<file path="src/rtl/axi_arbiter_2m.sv">
// Two-master to one-slave AXI-lite style arbiter with round-robin ownership,
// write-over-read priority, per-channel issue masking and an abort timeout.
module axi_arbiter_2m #(
    parameter int unsigned TIMEOUT = 255
) (
    input  logic       clk,
    input  logic       rst_n,
    input  logic       m0_aw_valid,
    input  logic [2:0] m0_aw_addr,
    input  logic       m0_w_valid,
    input  logic [3:0] m0_w_data,
    input  logic       m0_b_ready,
    input  logic       m0_ar_valid,
    input  logic [2:0] m0_ar_addr,
    input  logic       m0_r_ready,
    input  logic       m1_aw_valid,
    input  logic [2:0] m1_aw_addr,
    input  logic       m1_w_valid,
    input  logic [3:0] m1_w_data,
    input  logic       m1_b_ready,
    input  logic       m1_ar_valid,
    input  logic [2:0] m1_ar_addr,
    input  logic       m1_r_ready,
    output logic       m0_aw_ready,
    output logic       m0_w_ready,
    output logic       m0_b_valid,
    output logic       m0_ar_ready,
    output logic       m0_r_valid,
    output logic [3:0] m0_r_data,
    output logic       m1_aw_ready,
    output logic       m1_w_ready,
    output logic       m1_b_valid,
    output logic       m1_ar_ready,
    output logic       m1_r_valid,
    output logic [3:0] m1_r_data,
    output logic       s_aw_valid,
    output logic [2:0] s_aw_addr,
    output logic       s_w_valid,
    output logic [3:0] s_w_data,
    output logic       s_b_ready,
    output logic       s_ar_valid,
    output logic [2:0] s_ar_addr,
    output logic       s_r_ready,
    input  logic       s_aw_ready,
    input  logic       s_w_ready,
    input  logic       s_b_valid,
    input  logic       s_ar_ready,
    input  logic       s_r_valid,
    input  logic [3:0] s_r_data,
    output logic [1:0] grant,
    output logic       busy,
    output logic       timeout_err
);

    localparam logic [1:0] ST_IDLE  = 2'd0;
    localparam logic [1:0] ST_WRITE = 2'd1;
    localparam logic [1:0] ST_READ  = 2'd2;

    localparam int unsigned CW = (TIMEOUT < 2) ? 1 : $clog2(TIMEOUT + 1);
    // The abort edge is the one on which the counter would reach TIMEOUT.
    localparam logic [CW-1:0] CNT_LAST = CW'((TIMEOUT > 0) ? (TIMEOUT - 1) : 0);

    logic [1:0]    state_reg;
    logic [1:0]    grant_reg;
    logic          ptr_reg;
    logic          aw_done_reg;
    logic          w_done_reg;
    logic          ar_done_reg;
    logic [CW-1:0] count_reg;
    logic          timeout_err_reg;

    logic [1:0] aw_valid_m, w_valid_m, b_ready_m, ar_valid_m, r_ready_m, req_m;
    logic [2:0] aw_addr_m [2];
    logic [2:0] ar_addr_m [2];
    logic [3:0] w_data_m  [2];

    assign aw_valid_m   = {m1_aw_valid, m0_aw_valid};
    assign w_valid_m    = {m1_w_valid, m0_w_valid};
    assign b_ready_m    = {m1_b_ready, m0_b_ready};
    assign ar_valid_m   = {m1_ar_valid, m0_ar_valid};
    assign r_ready_m    = {m1_r_ready, m0_r_ready};
    assign aw_addr_m[0] = m0_aw_addr;
    assign aw_addr_m[1] = m1_aw_addr;
    assign ar_addr_m[0] = m0_ar_addr;
    assign ar_addr_m[1] = m1_ar_addr;
    assign w_data_m[0]  = m0_w_data;
    assign w_data_m[1]  = m1_w_data;
    assign req_m        = aw_valid_m | ar_valid_m;

    logic owner, in_write, in_read;
    assign owner    = grant_reg[1];
    assign in_write = (state_reg == ST_WRITE);
    assign in_read  = (state_reg == ST_READ);

    assign s_aw_valid = in_write & aw_valid_m[owner] & ~aw_done_reg;
    assign s_aw_addr  = in_write ? aw_addr_m[owner] : 3'd0;
    assign s_w_valid  = in_write & w_valid_m[owner] & ~w_done_reg;
    assign s_w_data   = in_write ? w_data_m[owner] : 4'd0;
    assign s_b_ready  = in_write & b_ready_m[owner];
    assign s_ar_valid = in_read & ar_valid_m[owner] & ~ar_done_reg;
    assign s_ar_addr  = in_read ? ar_addr_m[owner] : 3'd0;
    assign s_r_ready  = in_read & r_ready_m[owner];

    logic [1:0] aw_ready_m, w_ready_m, b_valid_m, ar_ready_m, r_valid_m;
    logic [3:0] r_data_m [2];

    genvar gi;
    generate
        for (gi = 0; gi < 2; gi++) begin : g_route
            logic own_wr, own_rd;
            assign own_wr         = in_write & grant_reg[gi];
            assign own_rd         = in_read & grant_reg[gi];
            assign aw_ready_m[gi] = own_wr & s_aw_ready & ~aw_done_reg;
            assign w_ready_m[gi]  = own_wr & s_w_ready & ~w_done_reg;
            assign b_valid_m[gi]  = own_wr & s_b_valid;
            assign ar_ready_m[gi] = own_rd & s_ar_ready & ~ar_done_reg;
            assign r_valid_m[gi]  = own_rd & s_r_valid;
            assign r_data_m[gi]   = own_rd ? s_r_data : 4'd0;
        end
    endgenerate

    assign m0_aw_ready = aw_ready_m[0];
    assign m0_w_ready  = w_ready_m[0];
    assign m0_b_valid  = b_valid_m[0];
    assign m0_ar_ready = ar_ready_m[0];
    assign m0_r_valid  = r_valid_m[0];
    assign m0_r_data   = r_data_m[0];
    assign m1_aw_ready = aw_ready_m[1];
    assign m1_w_ready  = w_ready_m[1];
    assign m1_b_valid  = b_valid_m[1];
    assign m1_ar_ready = ar_ready_m[1];
    assign m1_r_valid  = r_valid_m[1];
    assign m1_r_data   = r_data_m[1];

    logic aw_hs, w_hs, ar_hs, xfer_done, timed_out, win;
    assign aw_hs     = s_aw_valid & s_aw_ready;
    assign w_hs      = s_w_valid & s_w_ready;
    assign ar_hs     = s_ar_valid & s_ar_ready;
    assign xfer_done = (s_b_valid & s_b_ready) | (s_r_valid & s_r_ready);
    // A completion landing on the timeout edge is honoured, not aborted.
    assign timed_out = (TIMEOUT != 0) && (state_reg != ST_IDLE)
                       && (count_reg == CNT_LAST) && !xfer_done;
    // ptr_reg holds the last owner; on a tie the other master wins.
    assign win       = (req_m == 2'b11) ? ~ptr_reg : req_m[1];

    assign grant       = grant_reg;
    assign busy        = in_write | in_read;
    assign timeout_err = timeout_err_reg;

    always_ff @(posedge clk or negedge rst_n) begin
        if (!rst_n) begin
            state_reg       <= ST_IDLE;
            grant_reg       <= 2'b00;
            ptr_reg         <= 1'b1;
            aw_done_reg     <= 1'b0;
            w_done_reg      <= 1'b0;
            ar_done_reg     <= 1'b0;
            count_reg       <= '0;
            timeout_err_reg <= 1'b0;
        end else begin
            timeout_err_reg <= 1'b0;
            case (state_reg)
                ST_IDLE: begin
                    if (|req_m) begin
                        state_reg   <= aw_valid_m[win] ? ST_WRITE : ST_READ;
                        grant_reg   <= win ? 2'b10 : 2'b01;
                        count_reg   <= '0;
                        aw_done_reg <= 1'b0;
                        w_done_reg  <= 1'b0;
                        ar_done_reg <= 1'b0;
                    end
                end
                ST_WRITE, ST_READ: begin
                    count_reg <= count_reg + 1'b1;
                    if (aw_hs) aw_done_reg <= 1'b1;
                    if (w_hs)  w_done_reg  <= 1'b1;
                    if (ar_hs) ar_done_reg <= 1'b1;
                    if (xfer_done || timed_out) begin
                        state_reg       <= ST_IDLE;
                        grant_reg       <= 2'b00;
                        ptr_reg         <= owner;
                        aw_done_reg     <= 1'b0;
                        w_done_reg      <= 1'b0;
                        ar_done_reg     <= 1'b0;
                        timeout_err_reg <= timed_out;
                    end
                end
                default: begin
                    state_reg <= ST_IDLE;
                    grant_reg <= 2'b00;
                end
            endcase
        end
    end

endmodule

</file>
<file path="config.mk">
export PLATFORM = sky130hd
export DESIGN_NAME = axi_arbiter_2m
export DESIGN_NICKNAME = d
export VERILOG_FILES = /design/src/rtl/axi_arbiter_2m.sv
export SDC_FILE = /design/constraint.sdc
export NUM_CORES = 1
export LEC_CHECK = 0
export BUFFER_PORTS_ARGS = -buffer_cell sky130_fd_sc_hd__buf_4
export CORE_ASPECT_RATIO = 1.4
export CORE_MARGIN = 2
export CORE_UTILIZATION = 48
export CTS_CLUSTER_DIAMETER = 30
export DETAILED_ROUTE_END_ITERATION = 10
export PLACE_DENSITY_LB_ADDON = 0.12
export SLEW_MARGIN = 30
export SYNTH_ARGS = -nofsm -noshare
export SYNTH_HDL_FRONTEND = slang
export SYNTH_SLANG_ARGS = --single-unit
</file>
<file path="constraint.sdc">
create_clock -name clk -period 3.02 [get_ports clk]
set_input_delay 0.604 -clock clk [delete_from_list [all_inputs] [get_ports clk]]
set_output_delay 0.604 -clock clk [all_outputs]
set_load 0.01 [all_outputs]
</file>
==> results of run 1 <==
## worst register-to-register path, delay by kind of cell, from the launching register on
kind / cells / cell delay (ns)
flip-flops: 1 / 0.40
adder cells (fa/ha/maj): 1 / 0.40
AND/OR/NAND/NOR: 2 / 0.64
buffers and inverters: 1 / 0.11
AO/OA/AOI/OAI: 2 / 0.48
## how the worst max path moves through the flow
stage	startpoint	to	slack, ns	cells past startpoint
after floorplan	state_reg[0]	s_ar_addr[0]	1.26	4
after global placement	grant[1]	s_ar_valid	0.84	3
after detailed placement	grant[1]	s_ar_valid	0.74	3
after CTS	grant[1]	s_ar_valid	0.46	3
after global routing	state_reg[0]	s_ar_valid	0.58	4
final	state_reg[0]	s_ar_valid	0.67	4
## layer usage
layer / global-route usage [%] / vias to the layer above / share of wire [%]
met3: 3.98 / 5 / 6.5
li1: - / 707 / -
met1: 27.0 / 692 / 38
met5: 0 / - / 0
met4: 6.94 / 0 / 0.86
met2: 47.5 / 51 / 54
## cells by family after synthesis
kind of cell | count (synthesis) | synth area share [%]
AND/OR/NAND/NOR | 68 | 30.0
flip-flops | 17 | 30.8
buffers and inverters | 13 | 4.25
multiplexers | 19 | 13.8
XOR/XNOR | 1 | 0.633
adder cells (fa/ha/maj) | 6 | 5.42
AO/OA/AOI/OAI | 28 | 15.0
## cell usage after synthesis, drive strengths merged (2+ instances only)
cell and number:
o21ai 7, and3 15, clkbuf 3, mux2i 18, nor2b 12, and4b 2
inv 6, ha 6, nor4 2, o2bb2ai 2, nor2 8, nor3b 3
dfrtp 16, or4 3, a21oi 6, nand2 11, or3 2, nand2b 2
nor3 2, o22a 3, buf 4, o31ai 3
## cells in the final DEF (no fill, tap or decap), drive strengths merged, types with 4 or more instances in the layout
| cell | count |
|---|---|
| nor2b | 12 |
| ha | 6 |
| o21ai | 7 |
| nand2 | 11 |
| mux2i | 18 |
| and3 | 15 |
| buf | 77 |
| inv | 6 |
| a21oi | 6 |
| clkbuf | 4 |
| nor2 | 8 |
| dfrtp | 16 |
## area by class of cell
| cell class | instances | area (sq um) |
|---|---|---|
| timing repair buffer | 77 | 578 |
| clock buffer | 4 | 45.0 |
| tap | 37 | 46.3 |
| fill | 229 | 802 |
| sequential | 17 | 428 |
| inverter | 6 | 22.5 |
| multi-input combinational | 122 | 898 |
## stage by stage
stage          hold WS [ns]  total power [mW]  instance area (sq um)
6_report              0.208              1.42                   2020
5_1_grt               0.210              1.52                   2020
4_1_cts               0.210              1.43                   2020
3_5_place_dp          0.478              1.26                   1970
3_3_place_gp          0.475              1.22                   1970
2_1_floorplan         0.308             0.958                   1380
## power by group through the flow
stage	sequential, mW	combinational (mW)	clock [mW]
floorplan	0.348	0.610	0
global placement	0.404	0.813	0
detailed placement	0.411	0.848	0
CTS	0.408	0.849	0.170
global route	0.424	0.919	0.180
finish	0.410	0.841	0.167
==> Flow_metrics.wiki, run 1 <==
{| class="wikitable"
! Metric !! Value
|-
| # DRC || 0
|-
| Clock Pin Slew Worst Setup and Hold Paths || roughly 0.06 ns
|-
| Largest fanout on the critical path || 18
|-
| Antenna Cells || 0
|-
| Port bufs || 77
|-
| Depth of the CTS H-tree || 1
|-
| Cell area after synthesis || roughly 1400 sq um
|-
| Setup repair after global routing missed its margin || false
|-
| Post-synth EDFFs || 0
|-
| TritonCTS clock tree || built
|-
| Fraction of the cycle the final worst path needs || between 70 and 80%
|-
| Internal portion of total power || around 0.8 mW
|-
| Hold crit path type || input pin to asynchronous set/reset pin
|-
| Width of the die || ~49 microns
|-
| Critical path data arrival time || approximately 1.7 ns
|-
| Post-synth top flop || dfrtp_1
|-
| Standby leakage power || 1.05 nW
|-
| Die Area || 3330 sq um
|-
| Post-synthesis cell type count || between 40 and 50
|-
| I/O pin count || between 70 and 80
|-
| Layout cell share with drive strength beyond 1 || between 30% and 40%
|-
| Power density normalized to cell area || 703 nW/um^2
|-
| Worst path max stage delay || between 0.4 and 0.5 ns
|-
| Count of warnings emitted by yosys || 0
|-
| Die span in y || ~68 microns
|-
| Iteration-0 DRC count of the detailed router || 23
|-
| Cell with the largest stage delay on the worst path || ha_1
|-
| Mean post-synth cell area || about 9 sq um
|-
| Async set-or-reset flop fraction in the synthesized netlist || 100%
|-
| Hold-fix buffers, CTS || 0
|-
| Post-detail-place hpwl || 3.21 mm
|-
| Crit path buffers/inverters || 2
|-
| Placement Setup Slack || around 0.74 ns
|-
| Cells after DPL || around 260
|-
| Global route overflow || 0
|-
| Number of setup buffers added after CTS || 0
|-
| Sw power || just over 0.6 mW
|-
| Pin count of the biggest net entering global routing || 27
|-
| Clock buffers created by TritonCTS || 3
|-
| Kind of start point of the critical path || flip-flop
|-
| Cell types with the largest area share after synthesis || dfrtp_1 29%, mux2i_1 13%, and3_1 6.8%
|-
| Fin util || a little over 70%
|-
| Number of buffers between clock root and the deepest sink || 2
|-
| Final hold vios || 0
|-
| CTS sink cnt || 17
|-
| Drt via density || between 5 and 6
|-
| Reg-to-reg setup timing slack || 0.92 ns
|-
| Fraction of post-synthesis cell area in the top cell type by area || slightly below 30%
|-
| Flip-flop count of the largest register, all copies and words added || 8
|-
| Library cell occupying the most area in the post-synthesis netlist || dfrtp_1
|-
| Clock network fraction of total power || 11.8%
|-
| Worst relative slew slack || 60.8%
|-
| Start-to-end type of the worst setup path || flip-flop to primary output
|-
| Final estimated routing congestion in global placement || approximately 0.76
|-
| Number of maximum-capacitance violations || 0
|-
| Kind of end point of the critical path || primary output
|-
| Worst-case reg-to-reg path depth || 6
|-
| Clk_skew || between 0.002 and 0.0025 ns
|-
| Status || completed
|-
| Pre-Repair DR Iteration Count || 4
|-
| Global-route wire length before repair || around 6.4 mm
|-
| Number of synthesized register bits || 17
|-
| Detail-routed net length per standard cell || 15.0 microns
|-
| Signed area change from the synthesized netlist to the final layout || 45.8%
|-
| Sum of negative setup slack || 0 ns
|-
| Final critical delay including setup and external delays || roughly 2.3 ns
|-
| Core outline area || between 2000 and 3000 sq um
|-
| Global routing usage summed across all routing layers || approximately 24%
|-
| # setup viols final || 0
|-
| Largest delay contributor family on the critical path || adder cells
|-
| Peak VDD IR || approximately 610 uV
|-
| Sequential fraction of the synthesis area || between 30% and 40%
|-
| Post-synthesis cell count || roughly 150
|-
| Number of antenna violations at the first check in global routing || 0
|-
| Via count of the first global-routing pass || about 1.4k
|-
| Switching share of power || between 40% and 50%
|-
| Via count || roughly 1.5k
|-
| Setup ws final || between 0.6 and 0.7 ns
|-
| Max Fclk || approximately 0.43 GHz
|-
| Clock insertion delay at the later pin of the skew report || around 0.25 ns
|-
| Startpoint of the worst-slack reg-to-reg timing path || state_reg[0]
|-
| Number of placement rows || 23
|-
| Endpoint of the worst-slack reg-to-reg timing path || count_reg[5]
|-
| Buffer cell driving the clock tree root || clkbuf_8
|-
| Pins over their slew limit || 0
|-
| Nets@finish || about 270
|-
| Combinational fraction of design power || about three fifths
|-
| Data required time of the worst path || 2.42 ns
|-
| DRT antenna net count || 0
|-
| Synthesized net count || just under 200
|-
| Crit path cell chain || inv_1 > ha_1 > nor3b_1 > buf_4
|-
| Initial cell density of the core || 49.1%
|-
| Final Instance Count excl. Fillers || between 200 and 300
|-
| Worst slew pin tran || 0.583 ns
|-
| Resized cells post-CTS || 0
|-
| Sequential group share of total power || just under 30%
|-
| DRT Wirelength || just under 4 mm
|}
Power figures use the tool's default switching activity.
==> run 2, diff against run 1 <==
--- a/config.mk
+++ b/config.mk
@@ -5,10 +5,11 @@
 export SDC_FILE = /design/constraint.sdc
 export NUM_CORES = 1
 export LEC_CHECK = 0
+export ABC_AREA = 1
 export BUFFER_PORTS_ARGS = -buffer_cell sky130_fd_sc_hd__buf_4
 export CORE_ASPECT_RATIO = 1.4
 export CORE_MARGIN = 2
-export CORE_UTILIZATION = 48
+export CORE_UTILIZATION = 40
 export CTS_CLUSTER_DIAMETER = 30
 export DETAILED_ROUTE_END_ITERATION = 10
 export PLACE_DENSITY_LB_ADDON = 0.12
==> constraint.sdc (replaced) <==
create_clock -name clk -period 2.1 [get_ports clk]
set_input_delay 0.42 -clock clk [delete_from_list [all_inputs] [get_ports clk]]
set_output_delay 0.42 -clock clk [all_outputs]
set_load 0.01 [all_outputs]
==> run 2 against run 1 <==
Compared with the run above: wire length rose by 3.3%; clock skew fell by 0.00069 ns; largest power group unchanged; first-iteration DRC count rose by 74%; critical endpoint is now m1_ar_ready.
==> Flow_metrics.wiki, run 2 <==
{| class="wikitable"
! Metric !! Value
|-
| Signed area change from the synthesized netlist to the final layout || 46.2%
|-
| Data required time of the worst path || roughly 1.7 ns
|-
| Async set-or-reset flop fraction in the synthesized netlist || 100%
|-
| Worst relative slew slack || between 80% and 90%
|-
| Max Fclk || approximately 0.52 GHz
|-
| Worst Hold Margin || about 0.022 ns
|-
| Most common cell in the synthesized netlist || nand2_1
|-
| Synth top cells by count || 53 x nand2_1, 46 x nor2_1, 32 x inv_1, 16 x dfrtp_1, 15 x o21ai_0
|-
| Cell types with the largest area share after synthesis || dfrtp_1 28%, nand2_1 14%, nor2_1 12%
|-
| Sum of negative setup slack || 0 ns
|-
| Internal portion of total power || approximately 1.1 mW
|-
| Peak VDD IR || 862 uV
|-
| Multiplexer share of the synthesized area || 0%
|-
| Flip-flop and latch area || 427 sq um
|-
| Sequential fraction of the synthesis area || between 20% and 30%
|-
| Pre-Repair DR Iteration Count || 4
|-
| Die span in y || 75.0 microns
|-
| DRT Wirelength || approximately 4.1 mm
|-
| Hold crit path type || input pin to asynchronous set/reset pin
|-
| Number of buffers between clock root and the deepest sink || 2
|-
| Sequential group share of total power || 23.7%
|-
| Iteration-0 DRC count of the detailed router || 40
|-
| Kind of end point of the critical path || primary output
|-
| Number of setup buffers added after CTS || 0
|-
| Post-synthesis cell count || between 200 and 250
|-
| Post-synth EDFFs || 0
|-
| Share of synthesized cell area in and, or, nand and nor gates || between 40 and 50%
|-
| Final hold vios || 0
|-
| Die Area || just over 4000 sq um
|-
| # setup viols final || 0
|-
| Hold-fix buffers, CTS || 0
|-
| Antenna Cells || 0
|-
| Standby leakage power || roughly 1.2 nW
|-
| Fraction of post-synthesis cell area in the top cell type by area || around 28%
|-
| Port bufs || just under 80
|-
| Worst-case reg-to-reg path depth || 8
|-
| Synthesized net count || 272
|-
| Global-route wire length before repair || roughly 6 mm
|-
| Post-synth top flop || dfrtp_1
|-
| Xor/xnor share of the synthesized area || 0%
|-
| I/O pin count || approximately 80
|-
| Via count || roughly 1.7k
|-
| Library cell occupying the most area in the post-synthesis netlist || dfrtp_1
|-
| Clk_skew || 0.00138 ns
|-
| Clock network fraction of total power || roughly 12%
|-
| Endpoint of the worst-slack reg-to-reg timing path || count_reg[3]
|-
| Sw power || around 1 mW
|-
| CTS sink cnt || 17
|-
| Startpoint of the worst-slack reg-to-reg timing path || state_reg[0]
|-
| Clock Pin Slew Worst Setup and Hold Paths || 0.06 ns
|-
| Final critical delay including setup and external delays || approximately 1.9 ns
|-
| Mean post-synth cell area || about 6.4 sq um
|-
| Arithmetic-cell share of the synthesized area counting full adders, half adders and majority gates || approximately 5.2%
|-
| Layout cell share with drive strength beyond 1 || approximately 33%
|-
| DRT antenna net count || 0
|-
| Final estimated routing congestion in global placement || 0.786
|-
| Worst slew pin tran || 0.232 ns
|-
| Width of the die || 54.7 microns
|-
| Number of placement rows || 25
|-
| TritonCTS clock tree || built
|-
| Resized cells post-CTS || 0
|-
| Overall power || about 2.1 mW
|-
| Post-synthesis cell type count || 29
|-
| Number of maximum-capacitance violations || 0
|-
| # DRC || 0
|-
| Clock buffers created by TritonCTS || 3
|-
| Power density normalized to cell area || a little under 1000 nW/um^2
|-
| Global routing usage summed across all routing layers || 19.8%
|-
| Kind of start point of the critical path || flip-flop
|-
| Count of warnings emitted by yosys || 0
|-
| Most frequent cells in the layout || 80 x buf_4, 53 x nand2_1, 46 x nor2_1
|-
| Number of filler cells placed in the layout || approximately 330
|-
| Post-detail-place hpwl || approximately 3.4 mm
|-
| Start-to-end type of the worst setup path || flip-flop to primary output
|-
| Pin count of the biggest net entering global routing || 22
|-
| Main combinational cell family by area after synthesis || simple AND/OR/NAND/NOR gates
|-
| Depth of the CTS H-tree || 1
|-
| Core outline area || between 3000 and 4000 sq um
|-
| Number of synthesized register bits || 17
|-
| Drt via density || just under 5
|-
| Cell area after synthesis || roughly 1400 sq um
|-
| Nets@finish || roughly 350
|-
| Combinational fraction of design power || between 60% and 70%
|-
| Critical path data arrival time || between 1 and 1.5 ns
|-
| Pins over their slew limit || 0
|-
| Clock insertion delay at the later pin of the skew report || 0.25 ns
|-
| Setup repair after global routing missed its margin || false
|-
| Switching share of power || about half
|-
| Fraction of the mapped netlist area in compound gates || approximately 11%
|-
| Global route overflow || 0
|-
| Status || completed
|-
| Flip-flop count of the largest register, all copies and words added || 8
|-
| Most common library cell in the layout ignoring fill and taps || buf_4
|-
| Initial cell density of the core || between 40% and 50%
|-
| Area of the multi-input gates || ~850 sq um
|-
| Detail-routed net length per standard cell || 11.9 microns
|-
| Buffer cell driving the clock tree root || clkbuf_8
|-
| Reg-to-reg setup timing slack || 0.44 ns
|-
| Via count of the first global-routing pass || 1456
|-
| Number of antenna violations at the first check in global routing || 0
|-
| Fraction of the cycle the final worst path needs || approximately nine tenths
|-
| Largest fanout on the critical path || 8
|}
## run 2: through the flow
step / utilization, % / cell area, sq um / std cells / worst slack [ns]
after floorplan: - / 1440 / 225 / 0.423
after global placement: 60.2 / 2050 / 339 / 0.437
final: 61.7 / 2100 / 343 / 0.189
after global routing: 61.7 / 2100 / 343 / 0.0349
after detailed placement: 60.2 / 2050 / 339 / 0.358
after CTS: 61.5 / 2100 / 343 / 0.0710
## run 2: power by group through the flow
stage / logic, mW / clock network (mW) / registers, mW
final: 1.35 / 0.241 / 0.497
after global routing: 1.51 / 0.261 / 0.512
after CTS: 1.36 / 0.249 / 0.497
after detailed placement: 1.36 / 0 / 0.503
after global placement: 1.34 / 0 / 0.500
after floorplan: 0.895 / 0 / 0.493
## run 2: logic make-up (layout without fill, tap and decap cells)
| family | count (synthesis) | count (layout) |
|---|---|---|
| buf+inv | 40 | 118 |
| flops | 17 | 17 |
| compound gates | 27 | 27 |
| fa+ha+maj | 6 | 6 |
| simple gates | 135 | 135 |
## run 2: layout make-up
class | instances | area share, %
Inverter | 34 | 6.07
Clock buffer | 3 | 1.96
Clock inverter | 1 | 0.238
Multi-Input combinational cell | 168 | 40.5
Tap cell | 40 | 2.38
Sequential cell | 17 | 20.3
Timing Repair Buffer | 80 | 28.6
## run 2: critical path, stage by stage (launching register included)
cell and delay, ns:
dfrtp_1 0.41, inv_1 0.10, ha_2 0.25, nand2_1 0.16, nor3_1 0.17, buf_4 0.15
## run 2: how the worst max path moves through the flow
stage                     slack (ns)         start  cells after the start          end
after CTS                       0.07  state_reg[1]                      5  m0_aw_ready
after floorplan                 0.42  state_reg[0]                     12  ar_done_reg
after detailed placement        0.36  state_reg[1]                      5   m0_w_ready
after global placement          0.44  state_reg[0]                      5  m0_ar_ready
after global routing            0.03  state_reg[1]                      5  m0_aw_ready
final                           0.19  state_reg[0]                      5  m1_ar_ready
## run 2: metal layers
layer  up-vias  wire [microns]  GRT usage, %
li1        862               -             -
met3         5             361          2.78
met5         -               0             0
met1       757            1650          21.4
met2        54            2010          37.6
met4         0              46          6.67
==> run 3, diff against run 2 <==
--- a/config.mk
+++ b/config.mk
@@ -5,7 +5,6 @@
 export SDC_FILE = /design/constraint.sdc
 export NUM_CORES = 1
 export LEC_CHECK = 0
-export ABC_AREA = 1
 export BUFFER_PORTS_ARGS = -buffer_cell sky130_fd_sc_hd__buf_4
 export CORE_ASPECT_RATIO = 1.4
 export CORE_MARGIN = 2
==> run 3 against run 2 <==
Compared with the run above: clock-buffer cell count up 1; wire length grew 4.2%; non-clock buffer count up 2; clock skew is 0.0021 ns higher; critical path depth stayed put; register-to-register slack worse by 0.31 ns; core utilization fell by 0.19 points; worst setup slack worse by 0.12 ns; power up 2.0%; sequential share of layout area is 0.44 points higher; combinational power about the same; clock power increased by 3%; critical path type unchanged.
==> Flow_metrics.wiki, run 3 (synthesis results as in run 1) <==
{| class="wikitable"
! Metric !! Value
|-
| Pins over their slew limit || 0
|-
| Kind of start point of the critical path || flip-flop
|-
| Overall power || about 2.1 mW
|-
| Global route overflow || 0
|-
| Most common library cell in the layout ignoring fill and taps || buf_4
|-
| CTS sink cnt || 17
|-
| # setup viols final || 0
|-
| Global routing usage summed across all routing layers || between 20% and 30%
|-
| Layout cell share with drive strength beyond 1 || between 30% and 40%
|-
| Setup ws final || 0.0680 ns
|-
| Global-route wire length before repair || approximately 6.3 mm
|-
| Final critical delay including setup and external delays || between 2 and 2.5 ns
|-
| Clock insertion delay at the later pin of the skew report || between 0.2 and 0.3 ns
|-
| Clock buffers created by TritonCTS || 3
|-
| # DRC || 0
|-
| Pin count of the biggest net entering global routing || 18
|-
| Pre-Repair DR Iteration Count || 4
|-
| Number of maximum-capacitance violations || 0
|-
| Port bufs || 77
|-
| Critical path data arrival time || about 1.6 ns
|-
| Worst path max stage delay || 0.40 ns
|-
| Kind of end point of the critical path || primary output
|-
| Number of buffers between clock root and the deepest sink || 2
|-
| TritonCTS clock tree || built
|-
| Largest fanout on the critical path || 12
|-
| Width of the die || 53.7 microns
|-
| Start-to-end type of the worst setup path || flip-flop to primary output
|-
| Core outline area || ~3300 sq um
|-
| Power density normalized to cell area || about 1000 nW/um^2
|-
| Clock Pin Slew Worst Setup and Hold Paths || 0.07 ns
|-
| Post-detail-place hpwl || 3.52 mm
|-
| Placement Setup Slack || roughly 0.12 ns
|-
| Dominant cell type by count on the critical path || buf_4
|-
| Standby leakage power || between 1 and 1.5 nW
|-
| Iteration-0 DRC count of the detailed router || 31
|-
| Die Area || approximately 4000 sq um
|-
| Most frequent cells in the layout || 82 x buf_4, 18 x mux2i_1, 16 x dfrtp_1
|-
| Setup repair after global routing missed its margin || true
|-
| Worst relative slew slack || approximately 64%
|-
| DRT antenna net count || 0
|-
| Crit path cell chain || inv_1 > ha_1 > buf_4 > and3_1 > buf_4
|-
| Signed area change from the synthesized netlist to the final layout || 48.7%
|-
| Fraction of the cycle the final worst path needs || between 90% and 100%
|-
| Depth of the CTS H-tree || 1
|-
| Buffer cell driving the clock tree root || clkbuf_8
|-
| Peak VDD IR || between 700 and 800 uV
|-
| Flip-flop count of the largest register, all copies and words added || 8
|-
| Hold-fix buffers, CTS || 0
|-
| Data required time of the worst path || 1.68 ns
|-
| Max Fclk || around 0.49 GHz
|-
| Antenna Cells || 0
|-
| Final hold vios || 0
|-
| Via count of the first global-routing pass || between 1k and 1.5k
|-
| Number of antenna violations at the first check in global routing || 0
|-
| Number of placement rows || 25
|-
| Via count || roughly 1.4k
|-
| DRT Wirelength || between 4 and 5 mm
|-
| I/O pin count || between 70 and 80
|-
| Die span in y || between 70 and 80 microns
|-
| Initial cell density of the core || between 40% and 50%
|-
| Drt via density || 5.30
|-
| Status || completed
|-
| Resized cells post-CTS || 0
|-
| Number of setup buffers added after CTS || 0
|-
| Clk_skew || 0.00347 ns
|-
| Nets@finish || 279
|-
| Worst Hold Margin || approximately 0.015 ns
|-
| Cell with the largest stage delay on the worst path || dfrtp_1
|-
| Final estimated routing congestion in global placement || 0.882
|-
| Detail-routed net length per standard cell || about 16 microns
|-
| Worst slew pin tran || ~0.54 ns
|-
| Hold crit path type || input pin to asynchronous set/reset pin
|}
## run 3: worst max-delay path: cells and delay by family (launching register included)
family / cells / cell delay, ns
flops: 1 / 0.40
simple gates: 1 / 0.16
fa+ha+maj: 1 / 0.36
buf+inv: 3 / 0.44
## run 3: per-stage QoR
step / TNS, ns / instance area [sq um] / cells / util, %
floorplan: 0 / 1380 / 152 / -
global placement: 0 / 2010 / 267 / 60.1
detailed placement: 0 / 2010 / 267 / 60.1
CTS: 0 / 2060 / 271 / 61.5
global route: -0.519 / 2060 / 271 / 61.5
finish: 0 / 2060 / 271 / 61.5
## run 3: final cells by class
cell class | count | area [sq um]
Clock buffer | 4 | 45.0
Fill cell | 303 | 1290
Inverter | 6 | 22.5
Multi-Input combinational cell | 122 | 898
Sequential cell | 17 | 427
Tap cell | 40 | 50.0
Timing Repair Buffer | 82 | 616
## run 3: path summary, 6_finish.rpt
| kind | from | depth (start not counted) | slack [ns] | to |
|---|---|---|---|---|
| max | state_reg[0] | 5 | 0.07 | m0_r_valid |
| min | rst_n | 1 | 0.02 | count_reg[4] |
| max reg2reg | state_reg[0] | 6 | 0.13 | count_reg[5] |
| min reg2reg | aw_done_reg | 1 | 0.52 | aw_done_reg |
| max in group asynchronous | rst_n | 1 | 1.83 | ptr_reg |
| min in group clk | aw_done_reg | 1 | 0.52 | aw_done_reg |
## run 3: metal layers
layer	vias to the layer above	part of all wire [%]	routed length [microns]	global-route usage (%)
li1	715	-	-	-
met1	658	36	1530	21.8
met4	0	1.7	72	7.98
met3	8	8.6	363	4.88
met5	-	0	0	0
met2	54	54	2270	40.9
## run 3: power breakdown
part,leakage [nW],switching (mW),internal [mW],total (mW)
clock network,0.0228,0.113,0.135,0.248
registers,0.227,0.0865,0.423,0.509
logic,0.827,0.728,0.648,1.38
